[config.mk]
export PLATFORM = sky130hd
export DESIGN_NAME = pmod1553_phy_io_flat
export DESIGN_NICKNAME = d
export VERILOG_FILES = /design/src/rtl/pmod1553_phy_io_if.sv /design/src/rtl/pmod1553_phy_io.sv /design/src/flat_wrapper.sv
export SDC_FILE = /design/constraint.sdc
export NUM_CORES = 1
export LEC_CHECK = 0
export BUFFER_PORTS_ARGS = -buffer_cell sky130_fd_sc_hd__buf_2
export CORE_MARGIN = 2
export CORE_UTILIZATION = 50
export DETAILED_ROUTE_END_ITERATION = 10
export GPL_ROUTABILITY_DRIVEN = 1
export PLACE_DENSITY = 0.68
export SKIP_CTS_REPAIR_TIMING = 1
export SYNTH_ARGS = -nofsm -noshare
export SYNTH_HDL_FRONTEND = slang
export SYNTH_SLANG_ARGS = --single-unit
[constraint.sdc]
create_clock -name clk -period 3.2 [get_ports clk]
set_input_delay 0.16 -clock clk [delete_from_list [all_inputs] [get_ports clk]]
set_output_delay 0.16 -clock clk [all_outputs]
set_load 0.05 [all_outputs]
[src/rtl/pmod1553_phy_io_if.sv]
// Core-side bundle between pmod1553_phy_io and the 1553 encoder/decoder.
// master = encoder/decoder side, slave = PHY side.
interface pmod1553_phy_io_if #(
    parameter int CHANNELS = 1
);
    logic [CHANNELS-1:0] rx_p;
    logic [CHANNELS-1:0] rx_n;
    logic [CHANNELS-1:0] tx_req;
    logic [CHANNELS-1:0] tx_p;
    logic [CHANNELS-1:0] tx_n;
    logic [CHANNELS-1:0] tx_ready;
    logic [CHANNELS-1:0] tx_err;

    modport master (
        input  rx_p, rx_n, tx_ready, tx_err,
        output tx_req, tx_p, tx_n
    );

    modport slave (
        output rx_p, rx_n, tx_ready, tx_err,
        input  tx_req, tx_p, tx_n
    );
endinterface

[src/rtl/pmod1553_phy_io.sv]
// Multi-channel PMOD 1553 pin front end: RX sync, TX enable sequencing, LED.
// Define PMOD1553_LOOPBACK_EN to add the per-channel loopback input.
module pmod1553_phy_io #(
    parameter int CHANNELS        = 1,
    parameter int SYNC_STAGES     = 2,
    parameter int TX_GUARD_CYCLES = 100,
    parameter int LED_HOLD_CYCLES = 2**22
) (
    input  logic                clk,
    input  logic                resetn,
    input  logic [CHANNELS-1:0] pmod_rx_p_i,
    input  logic [CHANNELS-1:0] pmod_rx_n_i,
    output logic [CHANNELS-1:0] pmod_tx_p_o,
    output logic [CHANNELS-1:0] pmod_tx_n_o,
    output logic [CHANNELS-1:0] pmod_tx_en_o,
`ifdef PMOD1553_LOOPBACK_EN
    input  logic [CHANNELS-1:0] loopback,
`endif
    output logic [CHANNELS-1:0] act_led,
    pmod1553_phy_io_if.slave    core
);
    localparam int GW = $clog2(TX_GUARD_CYCLES + 1);
    localparam int LW = $clog2(LED_HOLD_CYCLES + 1);
    localparam logic [GW-1:0] GUARD_LAST = GW'(TX_GUARD_CYCLES - 1);
    localparam logic [LW-1:0] LED_RELOAD = LW'(LED_HOLD_CYCLES);

    typedef enum logic [1:0] {
        IDLE,
        ENABLE,
        ACTIVE,
        DRAIN
    } state_e;

    for (genvar c = 0; c < CHANNELS; c++) begin : g_ch
        state_e                 st_q;
        logic [GW-1:0]          gcnt_q;
        logic                   en_q;
        logic                   txp_q;
        logic                   txn_q;
        logic                   rdy_q;
        logic                   err_q;
        logic [SYNC_STAGES-1:0] sp_q, sp_d;
        logic [SYNC_STAGES-1:0] sn_q, sn_d;
        logic                   rxp_prev_q;
        logic                   rxn_prev_q;
        logic [LW-1:0]          led_q, led_d;
        logic                   lb;
        logic                   req;
        logic                   ev;

`ifdef PMOD1553_LOOPBACK_EN
        assign lb = loopback[c];
`else
        assign lb = 1'b0;
`endif
        assign req = core.tx_req[c];

        // Loopback feeds the registered TX pair into the same chain as the pins
        assign sp_d = {sp_q[SYNC_STAGES-2:0], lb ? txp_q : pmod_rx_p_i[c]};
        assign sn_d = {sn_q[SYNC_STAGES-2:0], lb ? txn_q : pmod_rx_n_i[c]};

        always_ff @(posedge clk) begin
            if (!resetn) begin
                sp_q       <= '0;
                sn_q       <= '0;
                rxp_prev_q <= 1'b0;
                rxn_prev_q <= 1'b0;
            end else begin
                sp_q       <= sp_d;
                sn_q       <= sn_d;
                rxp_prev_q <= sp_q[SYNC_STAGES-1];
                rxn_prev_q <= sn_q[SYNC_STAGES-1];
            end
        end

        always_ff @(posedge clk) begin
            if (!resetn) begin
                st_q   <= IDLE;
                gcnt_q <= '0;
                en_q   <= 1'b0;
                txp_q  <= 1'b0;
                txn_q  <= 1'b0;
                rdy_q  <= 1'b0;
                err_q  <= 1'b0;
            end else begin
                err_q <= 1'b0;
                txp_q <= 1'b0;
                txn_q <= 1'b0;
                en_q  <= ~lb & (st_q != IDLE);
                unique case (st_q)
                    IDLE: begin
                        if (req) begin
                            st_q   <= ENABLE;
                            gcnt_q <= '0;
                            en_q   <= ~lb;
                        end
                    end
                    ENABLE: begin
                        if (!req) begin
                            st_q   <= DRAIN;
                            gcnt_q <= '0;
                        end else if (gcnt_q == GUARD_LAST) begin
                            st_q  <= ACTIVE;
                            rdy_q <= 1'b1;
                        end else begin
                            gcnt_q <= gcnt_q + 1'b1;
                        end
                    end
                    ACTIVE: begin
                        if (!req) begin
                            st_q   <= DRAIN;
                            gcnt_q <= '0;
                            rdy_q  <= 1'b0;
                        end else begin
                            // Both lines high is illegal: idle the pair, flag it
                            err_q <= core.tx_p[c] & core.tx_n[c];
                            txp_q <= core.tx_p[c] & ~core.tx_n[c];
                            txn_q <= core.tx_n[c] & ~core.tx_p[c];
                        end
                    end
                    DRAIN: begin
                        if (gcnt_q == GUARD_LAST) begin
                            st_q <= IDLE;
                            en_q <= 1'b0;
                        end else begin
                            gcnt_q <= gcnt_q + 1'b1;
                        end
                    end
                    default: st_q <= IDLE;
                endcase
            end
        end

        assign ev = (sp_q[SYNC_STAGES-1] ^ rxp_prev_q)
                  | (sn_q[SYNC_STAGES-1] ^ rxn_prev_q)
                  | (st_q == ACTIVE);

        always_comb begin
            led_d = led_q;
            if (ev) begin
                led_d = LED_RELOAD;
            end else if (led_q != '0) begin
                led_d = led_q - 1'b1;
            end
        end

        always_ff @(posedge clk) begin
            if (!resetn) begin
                led_q <= '0;
            end else begin
                led_q <= led_d;
            end
        end

        assign pmod_tx_p_o[c]  = txp_q;
        assign pmod_tx_n_o[c]  = txn_q;
        assign pmod_tx_en_o[c] = en_q;
        assign core.rx_p[c]     = sp_q[SYNC_STAGES-1];
        assign core.rx_n[c]     = sn_q[SYNC_STAGES-1];
        assign core.tx_ready[c] = rdy_q;
        assign core.tx_err[c]   = err_q;
        assign act_led[c]       = (led_q != '0);
    end
endmodule
[src/flat_wrapper.sv]
// flat-port wrapper written by rule: the top's interface ports become plain ports
module pmod1553_phy_io_flat 
#(
    parameter int CHANNELS        = 1,
    parameter int SYNC_STAGES     = 2,
    parameter int TX_GUARD_CYCLES = 100,
    parameter int LED_HOLD_CYCLES = 2**22
)
  (clk, resetn, pmod_rx_p_i, pmod_rx_n_i, pmod_tx_p_o, pmod_tx_n_o, pmod_tx_en_o, act_led, core_rx_p, core_rx_n, core_tx_ready, core_tx_err, core_tx_req, core_tx_p, core_tx_n);
  pmod1553_phy_io_if #(.CHANNELS(CHANNELS)) core_i ();
  input  logic clk;
  input  logic resetn;
  input  logic [CHANNELS-1:0] pmod_rx_p_i;
  input  logic [CHANNELS-1:0] pmod_rx_n_i;
  output logic [CHANNELS-1:0] pmod_tx_p_o;
  output logic [CHANNELS-1:0] pmod_tx_n_o;
  output logic [CHANNELS-1:0] pmod_tx_en_o;
  output logic [CHANNELS-1:0] act_led;
  output wire logic [$bits(core_i.rx_p)-1:0] core_rx_p;
  output wire logic [$bits(core_i.rx_n)-1:0] core_rx_n;
  output wire logic [$bits(core_i.tx_ready)-1:0] core_tx_ready;
  output wire logic [$bits(core_i.tx_err)-1:0] core_tx_err;
  input wire logic [$bits(core_i.tx_req)-1:0] core_tx_req;
  input wire logic [$bits(core_i.tx_p)-1:0] core_tx_p;
  input wire logic [$bits(core_i.tx_n)-1:0] core_tx_n;
  assign core_rx_p = core_i.rx_p;
  assign core_rx_n = core_i.rx_n;
  assign core_tx_ready = core_i.tx_ready;
  assign core_tx_err = core_i.tx_err;
  assign core_i.tx_req = core_tx_req;
  assign core_i.tx_p = core_tx_p;
  assign core_i.tx_n = core_tx_n;
  pmod1553_phy_io #(.CHANNELS(CHANNELS), .SYNC_STAGES(SYNC_STAGES), .TX_GUARD_CYCLES(TX_GUARD_CYCLES), .LED_HOLD_CYCLES(LED_HOLD_CYCLES)) u_core (.clk(clk), .resetn(resetn), .pmod_rx_p_i(pmod_rx_p_i), .pmod_rx_n_i(pmod_rx_n_i), .pmod_tx_p_o(pmod_tx_p_o), .pmod_tx_n_o(pmod_tx_n_o), .pmod_tx_en_o(pmod_tx_en_o), .act_led(act_led), .core(core_i));
endmodule
==> impl_summary.log, run 1 <==
[metrics] hold violation count in the final report: 0
[metrics] routed via count: 1662
[metrics] post-route clock skew: 0.0113 ns
[metrics] signed area change from the synthesized netlist to the final layout: 11.1%
[metrics] startpoint class of the critical path: flop
[metrics] most common cell after layout, fill and taps aside: dfxtp_1
[metrics] clock latency at the later pin of the worst-skew pair: 0.29 ns
[metrics] routed len/inst: 12.3 microns
[metrics] min Tclk post-route: 2.42 ns
[metrics] total clock buffers created by CTS: 5
[metrics] count of cell types in the netlist: 40
[metrics] total of endpoints with negative setup slack in the final report: 0
[metrics] maximum count of clock buffers along a single path: 2
[metrics] die area: 0.00465 sq mm
[metrics] leading cell types in the layout, fill and taps excluded: 43 x dfxtp_1, 28 x nor2_1, 16 x a21oi_1
[metrics] count of final max-slew check failures: 0
[metrics] non-filler instance count after layout: 301
[metrics] setup TNS: 0 ns
[metrics] run status: finished, final reports clean
[metrics] worst slew pin tran: 0.728 ns
[metrics] GPL Wtd Cong: 0.798
[metrics] Detailed Route Iter0 Violations: 90
[metrics] data arrival time of the critical path: 2.26 ns
[metrics] drt total wl: 3.72 mm
[metrics] initial core utilization: 51.8%
[metrics] worst min-delay path startpoint: core_tx_p
[metrics] Layout Utilization: 57.6%
[metrics] synthesis-stage register bit count: 43
[metrics] initial antenna violation count: 0
[metrics] die span in x: 68.2 microns
[metrics] global-route usage over all layers: 18.3%
[metrics] wire length of the first global-routing pass: 6.49 mm
[metrics] via count of the first global-routing pass: 1480
[metrics] maximum number of pins on one net before global-route repair: 23
[metrics] clock root buffer master: clkbuf_8
[metrics] start of the worst register-to-register path: u_core.g_ch[0].led_q[3]
[metrics] P per Cell Area: 1210 mW/mm^2
[metrics] Peak supply drop: 0.000499 V
[metrics] nets: 263
[metrics] normalized max-slew margin: 51.4%
[metrics] total number of yosys warnings: 0
[metrics] pre-CTS setup slack: 0.999 ns
[metrics] number of clock sinks: 43
[metrics] post-synthesis instance total: 238
[metrics] Yosys top cell area share: 41.8%
[metrics] vias per std cell: 5.52
[metrics] core area: 0.00397 sq mm
[metrics] Crit Path Category: flop to output pin
[metrics] Die Y: 68.2 microns
[metrics] max capacitance violation total: 0
[metrics] sequential share of the synthesized area: 41.8%
[metrics] Worst Reg2Reg Path Length in Cells: 4
[metrics] setup repair after global routing missed its margin: no
[metrics] largest area contributor in the netlist: dfxtp_1
[metrics] overall power after layout: 2.77 mW
[metrics] Lkg Pwr: 0.904 nW
[metrics] Worst Hold End: u_core.pmod_tx_n_o
[metrics] Reg-to-Reg End: u_core.g_ch[0].led_q[16]
[metrics] dpl hpwl: 2.65 mm
[metrics] synth top area cells: dfxtp_1 42%, nor2_1 5.1%, xnor2_1 4.3%
[metrics] synthesized area divided by synthesized cell count: 8.65 sq um
[metrics] antenna violation net count after detailed routing: 0
[metrics] Synth Cell Area: 0.00206 sq mm
[metrics] asr flop ratio synth: 0%
[metrics] number of enable flip-flop cells after synthesis: 0
[metrics] total DRC errors in the routed layout: 0
[metrics] data required time of the worst path: 3.04 ns
[metrics] critical path endpoint category: output pin
[metrics] dpl cells: 293
[metrics] number of H-tree levels: 2
[metrics] peak fanout along the critical path: 8
[metrics] achievable frequency: 0.413 GHz
[metrics] clock transition at the registers of the reported paths: 0.09 ns
[metrics] aggregate global routing overflow: 0
[metrics] IO Pins: 15
[metrics] predominant post-synthesis flop cell: dfxtp_1
[metrics] layout cell share with drive strength beyond 1: 10.8%
[metrics] drt pass-1 iters: 4
[metrics] input/output buffers: 14
[metrics] class of the tightest hold or removal check: input port to flop
[metrics] antenna cell count: 0
[metrics] clock tree from TritonCTS: done
[metrics] fin worst setup slack: 0.780 ns
[metrics] WHS Path Cells: 2
[metrics] final cycle utilization of the critical path: 75.6%
[metrics] setup slack of the worst register-to-register path: 0.96 ns
[metrics] Core Rows: 23
[metrics] Syn Nets: 251
[registers in the layout (all words and copies together) (netlist names)]
register / cells
u_core.g_ch.rxp_prev_q: 1
u_core.g_ch.led_q: 23
u_core.pmod_tx_n_o: 1
u_core.core.tx_ready: 1
u_core.g_ch.rxn_prev_q: 1
u_core.g_ch.sp_q: 2
u_core.core.tx_err: 1
u_core.g_ch.gcnt_q: 7
u_core.g_ch.sn_q: 2
u_core.g_ch.st_q: 2
u_core.pmod_tx_en_o: 1
u_core.pmod_tx_p_o: 1
[layer usage]
metal  share of wire [%]  vias up  GRT usage, %  wire length, microns
li1                    -      867             -                     -
met1                  53      766          25.9                  1970
met3                 3.8        2          5.10                   143
met4                0.92        0          6.00                    34
met5                   0        -             0                     0
met2                  42       27          26.9                  1570
[cells in the mapped netlist (2+ instances only)]
cell type  number
nor2_1         28
mux2i_1         2
or4_4           3
a211oi_1        3
xor2_1          8
or3_1           5
ha_1            6
dfxtp_1        43
and3_1          4
or4_1           4
o31ai_1         3
nor2b_1         5
a21oi_1        16
and2_1          8
clkbuf_1        8
inv_1          12
nand4_1         2
nor4_1          7
nand2_1         6
xnor2_1        10
o21ai_0        14
nand2b_1        5
nor3b_1         4
nand3_1         4
nor3_1         13
[how the worst max path moves through the flow]
stage	from	to	slack [ns]
after floorplan	u_core.g_ch[0].led_q[3]	u_core.g_ch[0].led_q[0]	0.97
after global placement	u_core.g_ch[0].led_q[3]	u_core.g_ch[0].led_q[16]	1.04
after detailed placement	u_core.g_ch[0].led_q[3]	u_core.g_ch[0].led_q[16]	1.0
after CTS	u_core.g_ch[0].led_q[3]	act_led	0.78
after global routing	u_core.g_ch[0].led_q[3]	act_led	0.65
final	u_core.g_ch[0].led_q[3]	act_led	0.78
[power breakdown]
part / internal (mW) / switching [mW] / total [mW] / leakage (nW)
logic: 0.564 / 0.909 / 1.47 / 0.489
clock network: 0.311 / 0.189 / 0.500 / 0.0644
registers: 0.666 / 0.131 / 0.797 / 0.351
total: 1.54 / 1.23 / 2.77 / 0.904
[worst max-delay path: stages (launching register included)]
cell	delay, ns
dfxtp_1	0.36
or4_4	0.62
nor4_4	0.47
nand2_1	0.25
buf_2	0.27
[metrics by stage]
step / instance area [sq um] / hold WS, ns
5_1_grt: 2290 / 0.0198
6_report: 2290 / 0.0292
3_3_place_gp: 2150 / 0.342
4_1_cts: 2290 / 0.0231
2_1_floorplan: 2060 / 0.237
3_5_place_dp: 2150 / 0.342
[logic make-up after synthesis]
group / count (synthesis) / synth area share (%)
and+or+nand+nor: 100 / 27.3
AOI/OAI and AO/OA: 48 / 14.4
xor gates and xnor gates: 18 / 7.66
muxes: 2 / 0.973
DFF: 43 / 41.8
adders and majority gates: 6 / 3.65
buffers and inverters: 21 / 4.19
[cell type report]
type / count / area, sq um
Inverter: 12 / 45.0
Fill cell: 358 / 1690
Sequential cell: 43 / 861
Clock inverter: 3 / 67.6
Timing Repair Buffer: 14 / 70.1
Tap cell: 50 / 62.6
Clock buffer: 5 / 68.8
Multi-Input combinational cell: 174 / 1110
No activity file was read; power rests on OpenSTA's default activity.
==> run 2, diff against run 1 <==
==> constraint.sdc (replaced) <==
create_clock -name clk -period 2.3 [get_ports clk]
set_input_delay 0.115 -clock clk [delete_from_list [all_inputs] [get_ports clk]]
set_output_delay 0.115 -clock clk [all_outputs]
set_load 0.05 [all_outputs]
==> run 2 against run 1 <==
  * The flow now finishes with violations (hold timing)
  * Clock-buffer cell count increased by 1
  * Via count increased by 1.6%
  * Die area unchanged
  * Clock skew decreased by 0.0036 ns
  * First-iteration DRC count increased by 28%
  * Wire length increased by 4.4%
  * Critical endpoint unchanged
  * Highest routed layer unchanged
==> impl_summary.log, run 2 (synthesis results as in run 1) <==
[metrics] dpl cells: 300 (+2.4%)
[metrics] Largest register FFs: 23 (unchanged)
[metrics] total of endpoints with negative setup slack in the final report: 0 (unchanged)
[metrics] number of inserted filler cells in the final layout: 363 (+1.4%)
[metrics] min Tclk post-route: 2.19 ns
[metrics] maximum count of clock buffers along a single path: 2 (unchanged)
[metrics] via count of the first global-routing pass: 1452 (-1.9%)
[metrics] count of final max-slew check failures: 0 (unchanged)
[metrics] max capacitance violation total: 0 (unchanged)
[metrics] die area: 0.00465 sq mm (unchanged)
[metrics] leading cell types in the layout, fill and taps excluded: 43 x dfxtp_1, 28 x nor2_1, 16 x a21oi_1
[metrics] IO Pins: 15 (unchanged)
[metrics] P per Cell Area: 1650 mW/mm^2 (+36%)
[metrics] largest register by flop count: u_core.g_ch.led_q
[metrics] data arrival time of the critical path: 2.08 ns (-0.18 ns)
[metrics] vias per std cell: 5.41 (-2.0%)
[metrics] final cycle utilization of the critical path: 95.4%
[metrics] total clock buffers created by CTS: 5 (unchanged)
[metrics] Worst Reg2Reg Path Length in Cells: 4 (unchanged)
[metrics] global-route usage over all layers: 18.7% (+0.31 points)
[metrics] total DRC errors in the routed layout: 0 (unchanged)
[metrics] Die Y: 68.2 microns (unchanged)
[metrics] violations in the final reports: hold timing
[metrics] drt pass-1 iters: 4 (unchanged)
[metrics] nets: 274 (+4.2%)
[metrics] most common cell after layout, fill and taps aside: dfxtp_1
[metrics] Detailed Route Iter0 Violations: 115 (+28%)
[metrics] signed area change from the synthesized netlist to the final layout: 13.0%
[metrics] peak fanout along the critical path: 4 (-4)
[metrics] clock tree from TritonCTS: done
[metrics] core area: 0.00397 sq mm (unchanged)
[metrics] CP Launch Point: u_core.g_ch[0].led_q[10]
[metrics] setup slack of the worst register-to-register path: 0.11 ns (-0.85 ns)
[metrics] critical path endpoint category: output pin
[metrics] Crit Path Category: flop to output pin
[metrics] normalized max-slew margin: 63.6% (+12 points)
[metrics] routed len/inst: 12.4 microns (+0.68%)
[metrics] die span in x: 68.2 microns (unchanged)
[metrics] setup repair after global routing missed its margin: no
[metrics] initial antenna violation count: 0 (unchanged)
[metrics] cell mode on critical path: buf_4
[metrics] worst slew pin tran: 0.541 ns (-0.187 ns)
[metrics] slowest CP cell: or4_1
[metrics] post-route clock skew: 0.00774 ns (-0.00359 ns)
[metrics] non-filler instance count after layout: 312 (+3.7%)
[metrics] Core Rows: 23 (unchanged)
[metrics] biggest regs: u_core.g_ch.led_q x23, u_core.g_ch.gcnt_q x7
[metrics] antenna violation net count after detailed routing: 0 (unchanged)
[metrics] run status: finished with violations
[metrics] Hold Worst Slack: -0.00246 ns (-0.0316 ns)
[metrics] hold violation count in the final report: 1 (+1)
[metrics] setup TNS: 0 ns (unchanged)
[metrics] antenna cell count: 0 (unchanged)
[metrics] startpoint class of the critical path: flop
[metrics] initial core utilization: 51.8% (unchanged)
[metrics] start of the worst register-to-register path: u_core.g_ch[0].led_q[3]
[metrics] worst setup path endpoint: act_led
[metrics] maximum number of pins on one net before global-route repair: 19 (-17%)
[metrics] overall power after layout: 3.83 mW (+38%)
[metrics] clock root buffer master: clkbuf_8
[metrics] layout cell share with drive strength beyond 1: 14.5% (+3.7 points)
[metrics] aggregate global routing overflow: 0 (unchanged)
[metrics] dpl hpwl: 2.78 mm (+5.2%)
[metrics] number of H-tree levels: 2 (unchanged)
[metrics] Reg-to-Reg End: u_core.g_ch[0].led_q[16]
[metrics] fin worst setup slack: 0.107 ns (-0.673 ns)
[metrics] wire length of the first global-routing pass: 6.58 mm (+1.4%)
[metrics] number of clock sinks: 43 (unchanged)
[metrics] drt total wl: 3.88 mm (+4.4%)
[metrics] input/output buffers: 14 (unchanged)
[metrics] routed via count: 1688 (+1.6%)
[metrics] clock latency at the later pin of the worst-skew pair: 0.29 ns (about the same)
[metrics] class of the tightest hold or removal check: input port to flop
[metrics] achievable frequency: 0.456 GHz
[metrics] data required time of the worst path: 2.18 ns (-0.86 ns)
[metrics] pre-CTS setup slack: 0.136 ns (-0.863 ns)
[metrics] crit path cell chain: or4_1, buf_4, nor4_4, nand2_2, buf_4
[metrics] clock transition at the registers of the reported paths: 0.08 ns (about the same)
[metrics] Lkg Pwr: 0.936 nW (+3.5%)
[metrics] GPL Wtd Cong: 0.777 (-2.7%)
[metrics] Largest stage delay, worst path: 0.59 ns (-0.03 ns)
[metrics] Peak supply drop: 0.000764 V (+53%)
==> run 2: final cells by class <==
class | count | area [sq um] | share of cell area, %
multi-input combinational | 174 | 1110 | 47.9
timing repair buffer | 25 | 158 | 6.78
tap | 50 | 62.6 | 2.69
clock inverter | 2 | 12.5 | 0.538
sequential | 43 | 861 | 37.0
inverter | 12 | 45.0 | 1.94
clock buffer | 6 | 72.6 | 3.12
==> run 2: stage by stage <==
step,hold WS [ns],area [sq um],utilization (%)
floorplan,0.192,2060,-
global placement,0.296,2200,55.5
detailed placement,0.305,2200,55.5
CTS,-0.00756,2290,57.6
global route,0.0102,2330,58.6
finish,-0.00246,2330,58.6
==> run 2: where the power goes <==
part	internal (mW)	total [mW]	switching [mW]	leakage, nW
sequential	0.927	1.11	0.182	0.351
clock	0.212	0.467	0.255	0.0412
combinational	0.928	2.26	1.33	0.544
total	2.07	3.83	1.77	0.936
==> run 2: per-layer routing <==
metal | up-vias | routed length [microns] | GRT usage, % | part of all wire, %
met5 | - | 0 | 0 | 0
met4 | 0 | 14 | 4.25 | 0.36
met3 | 2 | 154 | 5.10 | 4.0
met2 | 32 | 1690 | 28.3 | 44
met1 | 765 | 2020 | 26.4 | 52
li1 | 889 | - | - | -
==> run 2: worst min path at each step <==
stage | from | end | slack (ns) | cells past startpoint
floorplan | core_tx_p | u_core.pmod_tx_n_o | 0.19 | 1
global route | core_tx_n | u_core.pmod_tx_p_o | 0.01 | 2
detailed placement | core_tx_n | u_core.pmod_tx_p_o | 0.30 | 2
finish | core_tx_n | u_core.pmod_tx_p_o | -0.002 | 2
CTS | core_tx_n | u_core.pmod_tx_p_o | -0.008 | 2
global placement | core_tx_p | u_core.pmod_tx_n_o | 0.30 | 2
==> run 2: worst max-delay path, delay by kind of cell (launching register included) <==
family,cells,cell delay (ns)
buf+inv,2,0.39
flops,1,0.34
simple gates,3,1.05
==> run 3, diff against run 2 <==
--- a/config.mk
+++ b/config.mk
@@ -7,10 +7,11 @@
 export LEC_CHECK = 0
 export BUFFER_PORTS_ARGS = -buffer_cell sky130_fd_sc_hd__buf_2
 export CORE_MARGIN = 2
-export CORE_UTILIZATION = 50
+export CORE_UTILIZATION = 33
 export DETAILED_ROUTE_END_ITERATION = 10
 export GPL_ROUTABILITY_DRIVEN = 1
-export PLACE_DENSITY = 0.68
+export PLACE_DENSITY = 0.49
+export SETUP_SLACK_MARGIN = 0.05
 export SKIP_CTS_REPAIR_TIMING = 1
 export SYNTH_ARGS = -nofsm -noshare
 export SYNTH_HDL_FRONTEND = slang
==> run 3 against run 2 <==
  * The run now ends clean
  * Clock-buffer cell count up 2
  * Design area up 2.7%
  * Global-route usage down 6.1 points
  * Non-clock buffer count unchanged
==> impl_summary.log, run 3 (synthesis results as in run 1) <==
[metrics] pre-CTS setup slack: 0.110 ns (-0.0265 ns)
[metrics] total area of sequential cells: 861 sq um (unchanged)
[metrics] critical path endpoint category: flop
[metrics] nets: 274 (unchanged)
[metrics] biggest regs: u_core.g_ch.led_q x23, u_core.g_ch.gcnt_q x7
[metrics] total DRC errors in the routed layout: 0 (unchanged)
[metrics] Detailed Route Iter0 Violations: 66 (-43%)
[metrics] worst slew pin tran: 0.508 ns (-0.0333 ns)
[metrics] achievable frequency: 0.459 GHz (+0.65%)
[metrics] area used by multi-input combinational logic: 0.00113 sq mm (+1.5%)
[metrics] total of endpoints with negative setup slack in the final report: 0 (unchanged)
[metrics] met1 Usage GRT: 19.0% (-7.4 points)
[metrics] dpl hpwl: 3.02 mm (+8.6%)
[metrics] die area: 0.00688 sq mm (+48%)
[metrics] min Tclk post-route: 2.18 ns (-0.0143 ns)
[metrics] class of the tightest hold or removal check: input port to flop
[metrics] post-route clock skew: 0.00373 ns (-0.00400 ns)
[metrics] switching portion of total power: 46.1% (about the same)
[metrics] hold violation count in the final report: 0 (-1)
[metrics] total clock buffers created by CTS: 5 (unchanged)
[metrics] signed area change from the synthesized netlist to the final layout: 16.0%
[metrics] aggregate global routing overflow: 0 (unchanged)
[metrics] drt total wl: 4.25 mm (+9.6%)
[metrics] Crit Path Category: flop to flop
[metrics] number of H-tree levels: 2 (unchanged)
[metrics] clock latency at the later pin of the worst-skew pair: 0.29 ns (about the same)
[metrics] maximum count of clock buffers along a single path: 2 (unchanged)
[metrics] normalized max-slew margin: 65.8% (+2.2 points)
[metrics] antenna cell count: 0 (unchanged)
[metrics] number of inserted filler cells in the final layout: 619 (+71%)
[metrics] switching pwr: 1.82 mW (+2.9%)
[metrics] via count of the first global-routing pass: 1581 (+8.9%)
[metrics] GPL Wtd Cong: 0.782 (+0.72%)
[metrics] M3 GR Usage: 3.08% (-2.0 points)
[metrics] run status: finished, final reports clean
[metrics] layout cell share with drive strength beyond 1: 15.3% (+0.76 points)
[metrics] input/output buffers: 14 (unchanged)
[metrics] core area: 0.00599 sq mm (+51%)
[metrics] non-filler instance count after layout: 337 (+8.0%)
[metrics] Largest register FFs: 23 (unchanged)
[metrics] data required time of the worst path: 2.53 ns (+0.35 ns)
[metrics] initial core utilization: 34.4% (-17 points)
[metrics] crit path cell chain: or4_4, or4_4, or4_1, a21oi_1
[metrics] peak fanout along the critical path: 8 (+4)
[metrics] maximum number of pins on one net before global-route repair: 19 (unchanged)
[metrics] internal power: 2.13 mW (+3.0%)
[metrics] max capacitance violation total: 0 (unchanged)
[metrics] Hold Worst Slack: 0.0245 ns (+0.0270 ns)
[metrics] clock root buffer master: clkbuf_8
[metrics] clock tree from TritonCTS: done
[metrics] combinational share of power: 58.6% (-0.3 points)
[metrics] Die Y: 83.0 microns (+22%)
[metrics] Core Rows: 28 (+22%)
[metrics] Largest stage delay, worst path: 0.60 ns (about the same)
[metrics] antenna violation net count after detailed routing: 0 (unchanged)
[metrics] dpl cells: 325 (+8.3%)
[metrics] drt pass-1 iters: 4 (unchanged)
[metrics] global-route usage over all layers: 12.6% (-6.1 points)
[metrics] register share of total power: 28.3% (-0.6 points)
[metrics] count of final max-slew check failures: 0 (unchanged)
[metrics] met2 track utilization from global routing: 17.5% (-11 points)
[metrics] cell mode on critical path: or4_4
[metrics] routed via count: 1706 (+1.1%)
[metrics] vias per std cell: 5.06 (-6.4%)
[metrics] routed len/inst: 12.6 microns (+1.5%)
[metrics] die span in x: 83.0 microns (+22%)
[metrics] most common cell after layout, fill and taps aside: dfxtp_1
[metrics] leading cell types in the layout, fill and taps excluded: 43 x dfxtp_1, 28 x nor2_1, 16 x a21oi_1
[metrics] Peak supply drop: 0.000680 V (-11%)
[metrics] P per Cell Area: 1650 mW/mm^2 (+0.25%)
[metrics] IO Pins: 15 (unchanged)
[metrics] number of clock sinks: 43 (unchanged)
[metrics] data arrival time of the critical path: 2.41 ns (+0.33 ns)
[metrics] startpoint class of the critical path: flop
[metrics] clock share of power: 13.1% (+0.9 points)
[metrics] busiest metal layer after global routing: met1
[metrics] clock transition at the registers of the reported paths: 0.08 ns (about the same)
[metrics] initial antenna violation count: 0 (unchanged)
[metrics] slowest CP cell: or4_4
[metrics] wire length of the first global-routing pass: 7.36 mm (+12%)
[metrics] final cycle utilization of the critical path: 94.7% (-0.62 points)
[metrics] fin worst setup slack: 0.121 ns (+0.0143 ns)
[metrics] largest register by flop count: u_core.g_ch.led_q
[metrics] setup repair after global routing missed its margin: yes
[metrics] Lkg Pwr: 0.946 nW (+1.1%)
run 3: path summary, 6_finish.rpt:
kind,start,end,slack (ns),depth (start not counted)
max,u_core.g_ch[0].led_q[6],u_core.g_ch[0].led_q[16],0.12,4
min,pmod_rx_p_i,u_core.g_ch[0].sp_q[0],0.02,2
max reg2reg,u_core.g_ch[0].led_q[6],u_core.g_ch[0].led_q[16],0.12,4
min reg2reg,u_core.g_ch[0].sn_q[0],u_core.g_ch[0].sn_q[1],0.44,1
run 3: routing by layer:
metal  part of all wire, %  routed length (microns)
met1                    55                     2330
met2                    41                     1760
met3                   3.4                      143
met4                  0.45                       19
met5                     0                        0
run 3: critical path: cells and delay by family, from the launching register on:
family	cells	cell delay (ns)
AO/OA/AOI/OAI	1	0.13
flip-flops	1	0.33
AND/OR/NAND/NOR	3	1.66
run 3: layout make-up:
type | instances | share of cell area, %
Clock buffer | 8 | 4.19
Inverter | 12 | 1.89
Multi-Input combinational cell | 174 | 47.4
Sequential cell | 43 | 36.0
Tap cell | 75 | 3.93
Timing Repair Buffer | 25 | 6.60
run 3: through the flow:
| step | cell area [sq um] | util [%] | TNS, ns | total power [mW] |
|---|---|---|---|---|
| final | 2390 | 39.9 | 0 | 3.95 |
| after floorplan | 2060 | - | 0 | 2.84 |
| after global routing | 2390 | 39.9 | 0 | 4.32 |
| after CTS | 2330 | 39.0 | -0.0868 | 3.85 |
| after global placement | 2230 | 37.3 | 0 | 3.31 |
| after detailed placement | 2230 | 37.3 | 0 | 3.31 |
run 3: power groups by stage:
stage                     logic [mW]  registers, mW  clock network, mW
final                           2.31           1.12              0.517
after global routing            2.60           1.15              0.569
after CTS                       2.19           1.11              0.544
after detailed placement        2.18           1.13                  0
after global placement          2.19           1.12                  0
after floorplan                 1.72           1.12                  0
